--- src/rtl/tr_pkg.sv ---
// tr_pkg: shared types and default settings for the TR manual step sequencer
package tr_pkg;
  localparam int TR_WIDTH_TP = 32;
  localparam int TR_DIR_SETUP_CYC = 4;
  localparam int TR_MIN_PERIOD = 2;
  typedef enum logic [1:0] {ST_IDLE, ST_SETUP, ST_HIGH, ST_LOW} state_e;
  typedef enum logic {MODE_CONT, MODE_N} mode_e;
endpackage

--- src/rtl/tr_phase_timer.sv ---
// tr_phase_timer: loadable down-counter whose expire marks the last cycle of a loaded phase
module tr_phase_timer #(
  parameter int W = 32
) (
  input  logic         clk,
  input  logic         rst,
  input  logic         load,
  input  logic [W-1:0] value,
  output logic         expire
);
  logic [W-1:0] cnt;
  always_ff @(posedge clk or negedge rst)
    if (!rst) cnt <= '0;
    else if (load) cnt <= value;
    else if (cnt != '0) cnt <= cnt - 1'b1;
  assign expire = cnt == W'(1);
endmodule

--- src/rtl/tr_manual_step_sequencer.sv ---
// tr_manual_step_sequencer: manual-mode step/dir pulse generator with continuous and N-step runs
module tr_manual_step_sequencer import tr_pkg::*; #(
  parameter int WIDTH_TP = TR_WIDTH_TP,
  parameter int DIR_SETUP_CYC = TR_DIR_SETUP_CYC,
  parameter int MIN_PERIOD = TR_MIN_PERIOD
) (
  input  logic                clk,
  input  logic                rst,
  input  logic                start,
  input  logic                start_N,
  input  logic                stop,
  input  logic [WIDTH_TP-1:0] period_MANUAL,
  input  logic [WIDTH_TP-1:0] PULSE_NUMBER,
  input  logic                dir_MANUAL,
  input  logic                count_MANUAL,
  output logic                step,
  output logic                dir_out,
  output logic                busy,
  output logic                done,
  output logic [WIDTH_TP-1:0] pulse_count
);
  state_e state, next;
  mode_e mode;
  logic [WIDTH_TP-1:0] remaining, low_len, period, load_value;
  logic accept, zero_run, finish, rise, load, expire;
  assign period = period_MANUAL < WIDTH_TP'(MIN_PERIOD) ? WIDTH_TP'(MIN_PERIOD) : period_MANUAL;
  assign accept = state == ST_IDLE && !stop && (start || start_N);
  assign zero_run = accept && start_N && PULSE_NUMBER == '0;
  assign finish = state == ST_LOW && !stop && expire && mode == MODE_N && remaining == '0;
  assign rise = next == ST_HIGH && state != ST_HIGH;
  assign load = next != state;
  always_ff @(posedge clk or negedge rst)
    if (!rst) state <= ST_IDLE;
    else state <= next;
  always_comb begin
    next = state;
    if (state != ST_IDLE && stop) next = ST_IDLE;
    else if (accept) next = zero_run ? ST_IDLE : ST_SETUP;
    else if (state != ST_IDLE && expire)
      next = state == ST_SETUP ? ST_HIGH : state == ST_HIGH ? ST_LOW : finish ? ST_IDLE : ST_HIGH;
  end
  always_comb begin
    step = state == ST_HIGH;
    busy = state != ST_IDLE;
  end
  // LOW length comes from the period latched at the rising edge, not the live input
  always_comb begin
    load_value = next == ST_SETUP ? WIDTH_TP'(DIR_SETUP_CYC) : next == ST_HIGH ? period >> 1 : low_len;
  end
  tr_phase_timer #(.W(WIDTH_TP)) u_timer (
    .clk(clk), .rst(rst), .load(load), .value(load_value), .expire(expire)
  );
  always_ff @(posedge clk or negedge rst)
    if (!rst) begin
      dir_out <= 1'b0;
      done <= 1'b0;
      mode <= MODE_CONT;
      remaining <= '0;
      low_len <= '0;
      pulse_count <= '0;
    end else begin
      done <= zero_run || finish;
      if (accept) begin
        dir_out <= dir_MANUAL;
        mode <= start_N ? MODE_N : MODE_CONT;
        remaining <= PULSE_NUMBER;
        pulse_count <= '0;
      end
      if (rise) begin
        remaining <= remaining - 1'b1;
        low_len <= period - (period >> 1);
        if (count_MANUAL) pulse_count <= pulse_count + 1'b1;
      end
    end
endmodule

--- config.mk ---
export PLATFORM = sky130hd
export DESIGN_NAME = tr_manual_step_sequencer
export DESIGN_NICKNAME = d
export VERILOG_FILES = /design/src/rtl/tr_pkg.sv /design/src/rtl/tr_phase_timer.sv /design/src/rtl/tr_manual_step_sequencer.sv
export SDC_FILE = /design/constraint.sdc
export NUM_CORES = 1
export LEC_CHECK = 0
export CAP_MARGIN = 20
export CELL_PAD_IN_SITES_DETAIL_PLACEMENT = 1
export CELL_PAD_IN_SITES_GLOBAL_PLACEMENT = 2
export CORE_MARGIN = 1
export CORE_UTILIZATION = 37
export DETAILED_ROUTE_END_ITERATION = 8
export PLACE_DENSITY = 0.82
export RECOVER_POWER = 50
export SYNTH_ARGS = -nofsm -noshare
export SYNTH_HDL_FRONTEND = slang
export SYNTH_SLANG_ARGS = --single-unit
--- constraint.sdc ---
create_clock -name clk -period 5.5 [get_ports clk]
set_input_delay 1.1 -clock clk [delete_from_list [all_inputs] [get_ports clk]]
set_output_delay 1.1 -clock clk [all_outputs]
set_load 0.02 [all_outputs]
Word-level counts from Yosys, hierarchy flattened
Cells that the tools add are included.
- register bits after elaboration: 133
- bits of input ports: 71
- output and inout bits: 36
- word-level logic and storage cells: 60
- add/sub/neg operators: 4
- $lt $le $gt $ge: 1
- equal/unequal tests: 8
- muxes and demuxes: 18
- reduce and logical (&&, ||, !) cells: 21
- operators with widths (operator ; number):
    two-way mux 32 bit ; 10
    logical NOT 32 bit ; 2
    subtractor 32 x 1 -> 32 bit (second input constant) ; 2
    adder 32 x 1 -> 32 bit (second input constant) ; 1
    == test 32 x 1 -> 1 bit (second input constant) ; 1
    < comparator 32 x 2 -> 1 bit (second input constant) ; 1
    nonzero test 32 bit ; 1
    subtractor 32 x 31 -> 32 bit ; 1
    two-way mux 2 bit ; 6
    logical AND 1 bit ; 11
    == test 2 bit (second input constant) ; 3
    nonzero test 2 bit ; 3
    == test 2 x 1 -> 1 bit (second input constant) ; 2
    logical NOT 2 bit ; 1
    logical OR 1 bit ; 2
    two-way mux 1 bit ; 2
    != test 2 bit ; 1
    != test 2 bit (second input constant) ; 1
    logical NOT 1 bit ; 1

Longest topological paths before layout
- depth in word-level cells: 15
- depth in mapped cells: 19
- mapped depth without buffers: 18

By module
From an unflattened synthesis, not the netlist that was laid out.
- cell total of the unflattened synthesis: 1072
- area total of the unflattened synthesis: 9039.9 µm²
- by module, submodules not included (module ; instances ; cells each ; area an instance (µm²) ; seq. area each (µm²)):
    tr_manual_step_sequencer ; 1 ; 869 ; 7063.0 ; 2527.4
    tr_phase_timer ; 1 ; 203 ; 1976.9 ; 800.8

Worst setup path after synthesis
No wires, ideal clock.
- path type: input-to-reg
- from: input period_MANUAL[6]
- to: register low_len[30]
- setup time: 0.133 ns
- arrival time: 4.322 ns
- required time: 5.367 ns
- slack: 1.045 ns
- stages on the path: 19
- path buffers: 1
- path through: clkbuf_1 or2_2 nor3_1 nand4_1 nor2_1 nor2_1 inv_1 ha_1 fa_1 nor2b_1 o31ai_1 a21boi_0 a21o_1 a211oi_1 o31ai_1 a221o_1 a21oi_1 xor2_1 o21ai_0
- word-level cells in the longest chain between the ends: 3
- RTL lines (element ; line ; source):
    start, declared ; tr_manual_step_sequencer.sv:12 ; input logic [WIDTH_TP-1:0] period_MANUAL,
    < comparator 32 x 2 -> 1 bit ; tr_manual_step_sequencer.sv:26 ; assign period = period_MANUAL < WIDTH_TP'(MIN_PERIOD) ? WIDTH_TP'(MIN_PERIOD) : period_MANUAL;
    two-way mux 32 bit (*) ; tr_manual_step_sequencer.sv:26 ;
    subtractor 32 x 31 -> 32 bit (*) ; tr_manual_step_sequencer.sv:71 ; low_len <= period - (period >> 1);
    end signal, assigned ; tr_manual_step_sequencer.sv:71 ;
    end, declared ; tr_manual_step_sequencer.sv:24 ; logic [WIDTH_TP-1:0] remaining, low_len, period, load_value;
Every way passes the cells marked *; elsewhere a longest branch is shown, timed or not.
A chain may end at the register's enable or synchronous reset.

Final worst setup path
- from: input period_MANUAL[2]
- to: register low_len[30]
Same word-level chain as after synthesis.

==> flow_summary.yaml <==
pwr:
  power_mw: 3.95
  peakVddDrop_mv: 0.240
  p_per_area_nw_per_um2: 365
  p_leak_nw: 4.69
timing:
  worstMarginPinSlew_ns: 3.24
  rsz0062_at_grt: "no"
  max-slew-margin-rel_pct: -116
  holdWs_ns: 0.479
  layout_setup_ws_ns: 0.565
  final_hold_viol_count: 0
  fin_tns_setup_ns: 0
  post-route-min-period_ns: 4.93
  fin_crit_sh_pct: 89.7
  fin_skew_ns: 0.0128
  finalMaxSlewViolations: 97
  setup-violations-final: 0
  fmax_mhz: 203
synthesis:
  yosysTopAreaCell: "dfrtp_1"
  synth-edff-count: 0
  async_flop_share_pct: 100
  synth_seq_cells: 133
  synth_warnings: 0
  avgSynthCellArea_um2: 8.55
  synth_top_area_share_pct: 37.6
  synth_nets: 1142
  synth_ff_type: "dfrtp_1"
  syn-instance-count: 1036
  netlist_area_um2: 8850
  synthTopCellsByArea: "dfrtp_1, nand2_1, mux2i_1"
  synth.distinct_cells: 68
  ys_seq_area_share_pct: 37.6
clocking:
  clock-sinks: 133
  cts_tree: "built"
  cts-resized-gates: 0
  clk_path_buf_depth: 2
  cts_max_level: 4
  clock_latency_ns: 0.44
  holdBufCountCts: 0
  post_cts.repair.setup_buffers: 0
  cts-buffers-inserted: 17
  root_buffer: "clkbuf_16"
  clk_pin_slew_ns: 0.06
setup_path:
  path_class: "in2reg"
  startpoint_type: "primary input"
  crit_required_ns: 5.79
  path_max_fanout: 5
  cp.arrival_ns: 5.23
  cp-end-kind: "flop"
finish:
  mostFrequentLayoutCell: "dfrtp_1"
  fin_nets: 1228
  drive_gt1_share_pct: 8.19
  most-common-layout-cells: "dfrtp_1, nand2_1, nor2_1"
  fill_cells: 2788
  regArea_um2: 3330
  multiInputGateArea_um2: 5080
  syn2layout_area_growth_pct: 22.2
  antenna_cells: 0
  final_util_pct: 46.1
  layout.cells.non_filler: 1454
  design_area_um2: 10800
drt:
  ant_nets: 0
  drt-initial-drc-count: 374
  routedWlPerCell_um: 18.7
  dr.pass1.iters: 5
  vias: 7955
  drc_errors: 0
  wl_um: 27200
  vias_per_cell: 5.47
global_routing:
  busiest_layer: "met2"
  grt_use_met3_pct: 4.10
  grt_pass1_vias: 8169
  globalRouteOverflowTotal: 0
  grt_usage_pct: 23.5
  antenna_found_initial: 0
  grtUsageMet1_pct: 31.1
  grt_max_degree: 56
  grt_pass1_wl_um: 44800
  met2_usage_pct: 39.0
die:
  pin_count: 107
  dieArea_um2: 24600
  core_um2: 23500
  die_y_um: 157
  std_cell_rows: 56
  fp.dieW_um: 157
  start_util_pct: 37.7
place:
  placed_area_um2: 10300
  post-place-ws_ns: 0.0966
  hpwl_um: 19800
  dp_cells: 1422
  port_buffers: 106
  place.gp.congestion: 0.887
status:
  outcome: "complete, but fails checks"
  violations: "capacitance limit, slew limit"
min_path:
  hp-class: "reg2reg"
job:
  cap_violations: 2
layer usage:
layer	part of all wire, %	wire length (µm)	up-vias
met1	47	12800	3918
li1	-	-	3882
met2	48	13100	125
met5	0	0	-
met4	1.5	396	0
met3	3.4	935	30
worst max-delay path, stage by stage:
cell	delay, ns
clkdlybuf4s50_1	0.53
nor4_1	0.53
nand4_1	0.25
nor2_1	0.17
nor2_1	0.09
inv_1	0.09
ha_1	0.20
fa_1	0.23
nor2b_1	0.07
o31ai_1	0.25
a21boi_0	0.18
a21o_1	0.26
a211oi_1	0.34
o31ai_1	0.18
a221o_1	0.34
a21oi_1	0.18
xor2_1	0.15
o21ai_0	0.08
worst paths after layout:
check / from / to / slack, ns / cells past startpoint
setup / recovery: period_MANUAL[2] / low_len[30] / 0.57 / 18
min in group asynchronous: rst / low_len[3] / 1.72 / 1
hold / removal: low_len[19] / low_len[19] / 0.48 / 2
setup reg to reg: remaining[5] / pulse_count[31] / 1.57 / 10
hold reg to reg: low_len[19] / low_len[19] / 0.48 / 2
max in group asynchronous: rst / pulse_count[4] / 1.27 / 2
sequential cells by signal (all words and copies together), names as in the netlist:
name / flops
low_len: 32
pulse_count: 32
remaining: 32
u_timer.cnt: 32
state: 2
dir_out: 1
done: 1
mode: 1
cell usage after synthesis, drive strengths merged (5+ instances only):
| master | count |
|---|---|
| a211oi | 5 |
| a21o | 17 |
| a21oi | 59 |
| a221o | 13 |
| a311oi | 6 |
| a31oi | 7 |
| and2 | 5 |
| and3 | 11 |
| buf | 12 |
| clkbuf | 57 |
| dfrtp | 133 |
| ha | 34 |
| inv | 46 |
| mux2i | 49 |
| nand2 | 132 |
| nand2b | 9 |
| nand3 | 31 |
| nand4 | 18 |
| nor2 | 96 |
| nor3 | 37 |
| nor4 | 30 |
| o211ai | 13 |
| o21ai | 65 |
| o22a | 24 |
| o31ai | 11 |
| or3 | 9 |
| or4 | 5 |
| xnor2 | 33 |
| xor2 | 21 |
power breakdown:
| part | switching, mW | internal (mW) | total (mW) |
|---|---|---|---|
| clock | 0.537 | 0.598 | 1.14 |
| sequential | 0.256 | 1.25 | 1.51 |
| combinational | 0.733 | 0.572 | 1.30 |
final cells by class:
cell class,count,area share [%]
Multi-Input combinational cell,788,46.9
Sequential cell,133,30.8
Timing Repair Buffer,136,11.8
Clock buffer,17,3.93
Tap cell,319,3.69
Inverter,46,1.60
Clock inverter,15,1.24
cells by family (layout without fill, tap and decap cells):
kind of cell / count (synthesis) / in the layout / synth area share [%]
adders and majority gates: 35 / 35 / 5.03
xor gates and xnor gates: 54 / 54 / 5.34
buffers and inverters: 115 / 214 / 5.26
DFF: 133 / 133 / 37.6
and+or+nand+nor: 403 / 403 / 22.0
AOI/OAI and AO/OA: 247 / 247 / 19.2
muxes: 49 / 49 / 5.54
Power figures use the tool's default switching activity.
